## src/rtl/bus_arbiter.sv

```systemverilog
// bus_arbiter: registered N-source shared-bus arbiter, fixed-priority or round-robin, with locking.
// Optional conflict detection/counter is enabled by defining BUS_ARB_CONFLICT_DETECT_EN.
module bus_arbiter #(
    parameter int unsigned DATA_W = 8,
    parameter int unsigned N_SRC  = 5,
    parameter int unsigned MODE   = 0,
    localparam int unsigned OWNER_W = (N_SRC > 1) ? $clog2(N_SRC) : 1
) (
    input  logic                      clk_i,
    input  logic                      rst_i,
    input  logic [N_SRC-1:0]          req_i,
    input  logic [N_SRC-1:0]          lock_i,
    input  logic [N_SRC*DATA_W-1:0]   data_i,
    output logic [N_SRC-1:0]          gnt_o,
    output logic [OWNER_W-1:0]        owner_o,
    output logic                      bus_valid_o,
    output logic [DATA_W-1:0]         bus_o,
    output logic                      conflict_o,
    output logic [7:0]                conflict_cnt_o
);

    localparam logic [1:0] StIdle  = 2'd0;
    localparam logic [1:0] StGrant = 2'd1;
    localparam logic [1:0] StHold  = 2'd2;

    localparam logic [N_SRC-1:0] GntLsb = {{(N_SRC-1){1'b0}}, 1'b1};

    logic [1:0]         state_q, state_d;
    logic [N_SRC-1:0]   gnt_q, gnt_d;
    logic [OWNER_W-1:0] owner_q, owner_d;
    logic [OWNER_W-1:0] rr_ptr_q, rr_ptr_d;
    logic [DATA_W-1:0]  bus_q, bus_d;
    logic               bus_valid_q, bus_valid_d;
    logic [OWNER_W-1:0] win_idx;
    logic               win_found;
    logic               hold;
    int                 cand;

    // Candidate order is 0..N-1 for fixed priority, or rotated to start at rr_ptr.
    always_comb begin
        win_found = 1'b0;
        win_idx   = '0;
        cand      = 0;
        for (int off = 0; off < int'(N_SRC); off++) begin
            cand = off;
            if (MODE == 1) begin
                cand = int'(rr_ptr_q) + off;
                if (cand >= int'(N_SRC)) cand = cand - int'(N_SRC);
            end
            if (!win_found && req_i[cand]) begin
                win_found = 1'b1;
                win_idx   = OWNER_W'(cand);
            end
        end
    end

    assign hold = (state_q != StIdle) && req_i[owner_q] && lock_i[owner_q];

    always_comb begin
        state_d     = state_q;
        gnt_d       = gnt_q;
        owner_d     = owner_q;
        rr_ptr_d    = rr_ptr_q;
        bus_d       = bus_q;
        bus_valid_d = 1'b0;
        if (hold) begin
            state_d     = StHold;
            bus_d       = data_i[int'(owner_q)*DATA_W +: DATA_W];
            bus_valid_d = 1'b1;
        end else if (win_found) begin
            state_d     = StGrant;
            owner_d     = win_idx;
            gnt_d       = GntLsb << win_idx;
            bus_d       = data_i[int'(win_idx)*DATA_W +: DATA_W];
            bus_valid_d = 1'b1;
            rr_ptr_d    = (int'(win_idx) == int'(N_SRC) - 1) ? '0 : win_idx + OWNER_W'(1);
        end else begin
            state_d = StIdle;
            owner_d = '0;
            gnt_d   = '0;
            bus_d   = '0;
        end
    end

    always_ff @(posedge clk_i) begin
        if (rst_i) begin
            state_q     <= StIdle;
            gnt_q       <= '0;
            owner_q     <= '0;
            rr_ptr_q    <= '0;
            bus_q       <= '0;
            bus_valid_q <= 1'b0;
        end else begin
            state_q     <= state_d;
            gnt_q       <= gnt_d;
            owner_q     <= owner_d;
            rr_ptr_q    <= rr_ptr_d;
            bus_q       <= bus_d;
            bus_valid_q <= bus_valid_d;
        end
    end

    assign gnt_o       = gnt_q;
    assign owner_o     = owner_q;
    assign bus_o       = bus_q;
    assign bus_valid_o = bus_valid_q;

`ifdef BUS_ARB_CONFLICT_DETECT_EN
    logic       multi_req;
    logic       conflict_q;
    logic [7:0] conflict_cnt_q;

    // Counts raw requests, including those blocked by a lock.
    assign multi_req = $countones(req_i) > 1;

    always_ff @(posedge clk_i) begin
        if (rst_i) begin
            conflict_q     <= 1'b0;
            conflict_cnt_q <= 8'h00;
        end else begin
            conflict_q <= multi_req;
            if (multi_req && conflict_cnt_q != 8'hFF) conflict_cnt_q <= conflict_cnt_q + 8'd1;
        end
    end

    assign conflict_o     = conflict_q;
    assign conflict_cnt_o = conflict_cnt_q;
`else
    assign conflict_o     = 1'b0;
    assign conflict_cnt_o = 8'h00;
`endif

endmodule

```

## config.mk

```make
export PLATFORM = sky130hd
export DESIGN_NAME = bus_arbiter
export DESIGN_NICKNAME = d
export VERILOG_FILES = /design/src/rtl/bus_arbiter.sv
export SDC_FILE = /design/constraint.sdc
export NUM_CORES = 1
export LEC_CHECK = 0
export CELL_PAD_IN_SITES_DETAIL_PLACEMENT = 1
export CELL_PAD_IN_SITES_GLOBAL_PLACEMENT = 1
export CORE_MARGIN = 5
export CORE_UTILIZATION = 26
export DETAILED_ROUTE_END_ITERATION = 6
export HOLD_SLACK_MARGIN = 0.15
export PLACE_DENSITY_LB_ADDON = 0.25
export SYNTH_ARGS = -nofsm -noshare
export SYNTH_HDL_FRONTEND = slang
export SYNTH_SLANG_ARGS = --single-unit
```

## constraint.sdc

```tcl
create_clock -name clk_i -period 2.12 [get_ports clk_i]
set_input_delay 0.424 -clock clk_i [delete_from_list [all_inputs] [get_ports clk_i]]
set_output_delay 0.424 -clock clk_i [all_outputs]
set_load 0.05 [all_outputs]
```

Word-level counts from Yosys, hierarchy flattened
Cells that the tools add are included.

Output and inout bits: 26. Register bits after elaboration: 19. Bits of input ports: 52.

Shift-type cells: 3. Muxes and demuxes: 21. $lt $le $gt $ge: 1. Reductions and logical operators: 12.

Operator list (number): indexed part select 40 x 7 -> 8 bit (2); two-way mux 8 bit (2); two-way mux 3 bit (4); two-way mux 1 bit (11); binary-select mux 1 bit (select 3 bit) (2); logical AND 1 bit (6); two-way mux 5 bit (1); left shift 1 x 3 -> 5 bit, first input constant (1); zero test 1 bit (4); less-than comparator 3 x 4 -> 1 bit, second input constant (1); two-way mux 2 bit (1); nonzero test 2 bit (1); OR reduction 2 bit (1).

Logic depth before layout (Yosys ltp)
Word-level depth: 16. Mapped depth: 8. Mapped depth without buffers: 6.

Worst setup path after synthesis
Ideal clock, no wire load.

Path kind: register to register. From: reg owner_q[0], in the netlist owner_o[0]. To: reg bus_q[7], in the netlist bus_o[7]. Arrival: 1.827 ns. Cell stages (with the launch flop): 5. Clock period less this slack: 1.950 ns. Slack: 0.170 ns. Cell sequence: dfxtp_1 -> buf_2 -> mux4_2 -> a22oi_1 -> o22ai_1.

Word-level cells in the longest chain between the ends: 5.

Ends and longest elaborated chain: from (decl) (line 30) `logic [OWNER_W-1:0] owner_q, owner_d;`; from (signal assigned) (line 96) `owner_q <= owner_d;`; branches (longest 4 deep; another with indexed part select 40 x 7 -> 8 bit); two-way mux 8 bit (*) (line 66) `if (hold) begin`; to (signal assigned) (line 98) `bus_q <= bus_d;`; to (decl) (line 32) `logic [DATA_W-1:0] bus_q, bus_d;`.

Mark *: on every way between the ends. The select of a mux whose other input is x is not followed. A chain may end at the register's enable or synchronous reset.

==> run metrics <==
clk buf depth 2; Setup-failing EPs final 0; crit path time final 1.98 ns; Synth top area share 0.267; Syn Area/Cell 8.82 µm²; Rel. slew slack 0.665; crit-path max FO 6; Synth Cell Area 1350 µm²; vias after detailed routing 1494; post-synthesis simple-gate area fraction 0.142; layout cells sized above 1 0.161; Num CTS Buffers 3; outcome finished, final reports clean; hold-critical path depth 1; initial antenna violation count 0; CTS root buf clkbuf_8; maximum VDD drop 0.178 mV; synthesis-to-finish area growth 65.3%; pwr/cell area 518 nW/µm²; measured slew at the worst slew-check pin 0.501 ns; # rows 26; Cell Int Power 764 µW; GRT Util Overall 0.154; CP Capture Type output port; Reg2Reg Depth 6; worst hold path class register to register; DR iter-0 viols 57; DRC viols 0; Core Area 5070 µm²; DR WL/cell 16.9 µm; first-pass GRT wire length 7790 µm; part of the power in registers 0.328; Top delay family on crit path buffers and inverters; startpoint type of the worst setup path register; max cap viols 0; GRT Residual Overflow 0; Synth Area in XOR/XNOR 0; Crit Path Class register to output port; fin. max-slew vios 0; IO Port Bufs 68; placed wire-length estimate 4250 µm; Final Hold Fails 0; CTS tree done; slowest library cell on the worst path clkdlybuf4s50_1; number of global-route vias before repair 1528; WHS 0.483 ns; post-synthesis mux area share 0.133; top cells by area, synth dfxtp_1, mux4_2, o22ai_1; CTS H-tree lvls 1; Synth Area in Adders 0; count of mapped cells out of synthesis 153; critical path buffer and inverter count 1; period utilization 0.935; clock power share 0.239; fmax 505 MHz; largest family of logic cells by synthesized area compound AO/OA/AOI/OAI gates; RSZ-0062 raised after global routing no; Yosys top cell by area dfxtp_1; setup bufs post-CTS 0; worst-skew pair later-pin latency 0.25 ns; Synth Area in Compound Gates 0.328; Worst EP required 1.70 ns; Die Footprint 6730 µm²; Chip Width 82.1 µm; synthesis-stage register bit count 18; clock sink count 18; setup TNS 0 ns; clock transition at the registers of the reported paths 0.07 ns; YS warnings 0; Via density 4.98; Ant. Diodes 0; fin nets 283; combinational share of power 0.432; Routed Antenna Nets 0; Seq/Total Area, Yosys 0.267; sw frac 0.339; commonest cells after routing, fill and taps aside clkdlybuf4s50_1, dfxtp_1, o22ai_1, buf_4; Synth cell types 38; leading cell type in the layout, fill and taps excluded clkdlybuf4s50_1; CP arrival 1.56 ns; Leak 0.000871 µW; max incr delay on CP 0.85 ns; largest net degree at the start of global routing 16; clock skew 0.00690 ns; Sw Pwr 392 µW; CP Cell Sequence clkdlybuf4s50_1; DR pass1 iterations 4; initial core utilization 0.266; critical path depth 1; Die H 82.1 µm; drt total wl 5060 µm; Top Ports 78; routability cong. 0.774
-- routing by layer --
layer | part of all wire | global-route usage | vias to the layer above
li1 | - | - | 731
met4 | 0.0053 | 0.0449 | 0
met2 | 0.50 | 0.246 | 46
met1 | 0.45 | 0.216 | 715
met5 | 0 | 0 | -
met3 | 0.045 | 0.0186 | 2
-- layout make-up --
cell class,instances,area [µm²]
inverters,11,48.8
well taps,70,87.6
repair buffers,83,826
clock buffers,4,55.1
fillers,616,2840
multi-input cells,114,855
flip-flops and latches,18,360
-- cells in the mapped netlist --
| library cell | instances |
|---|---|
| nor2_1 | 7 |
| o2bb2ai_1 | 4 |
| buf_4 | 11 |
| o32ai_1 | 1 |
| nand2_2 | 1 |
| mux4_2 | 8 |
| nor2b_1 | 6 |
| a22o_1 | 4 |
| and2_1 | 4 |
| o21ai_0 | 7 |
| o2111ai_1 | 1 |
| nand2b_1 | 1 |
| a2bb2oi_1 | 5 |
| or2_1 | 1 |
| a21oi_1 | 9 |
| clkinv_1 | 1 |
| nand3b_1 | 1 |
| buf_6 | 1 |
| dfxtp_1 | 18 |
| buf_2 | 5 |
| and3_2 | 1 |
| nand3_1 | 1 |
| a22oi_1 | 8 |
| nor4b_1 | 1 |
| nor3_2 | 1 |
| conb_1 | 1 |
| nand2_1 | 4 |
| clkbuf_1 | 1 |
| inv_1 | 9 |
| o22ai_1 | 14 |
| o2bb2a_1 | 2 |
| o211ai_1 | 1 |
| o31ai_1 | 1 |
| a311oi_1 | 1 |
| nor3_1 | 6 |
| a31oi_1 | 1 |
| a32o_2 | 3 |
| inv_8 | 1 |
-- path summary, 6_finish.rpt --
check,startpoint,slack (ns),end
min reg2reg,gnt_o[1],0.48,gnt_o[1]
min,gnt_o[1],0.48,gnt_o[1]
max,gnt_o[4],0.14,owner_o[2]
max reg2reg,owner_o[0],0.25,bus_o[6]
-- timing repair --
action                                  CTS  global route
gates resized for setup                   0             1
hold buffers                              0             0
endpoints found under the setup margin    0             1
-- metrics by stage --
stage | setup slack, ns | util | cells | instance area (µm²) | power, µW
floorplan | 0.170 | - | 161 | 1380 | 673
global placement | -0.0659 | 0.428 | 296 | 2170 | 883
detailed placement | -0.0972 | 0.428 | 296 | 2170 | 885
CTS | 0.115 | 0.439 | 300 | 2230 | 1170
global route | 0.00532 | 0.440 | 300 | 2230 | 1230
finish | 0.138 | 0.440 | 300 | 2230 | 1160
-- kinds of logic after synthesis --
logic type	count (synthesis)
buffers and inverters	29
flip-flops	18
AND/OR/NAND/NOR	35
other	1
multiplexers	8
AO/OA/AOI/OAI	62
-- registers in the layout, summed over array words and instances, names as in the netlist --
register,flops
bus_o,8
bus_valid_o,1
gnt_o,5
owner_o,2
state_q,2
-- power by group through the flow --
stage | logic [µW] | clock network [µW] | registers [µW]
after floorplan | 199 | 0 | 473
after global placement | 495 | 0 | 388
after detailed placement | 497 | 0 | 388
after CTS | 499 | 286 | 380
after global routing | 531 | 311 | 383
final | 500 | 277 | 380
No activity file was read; power rests on OpenSTA's default activity.
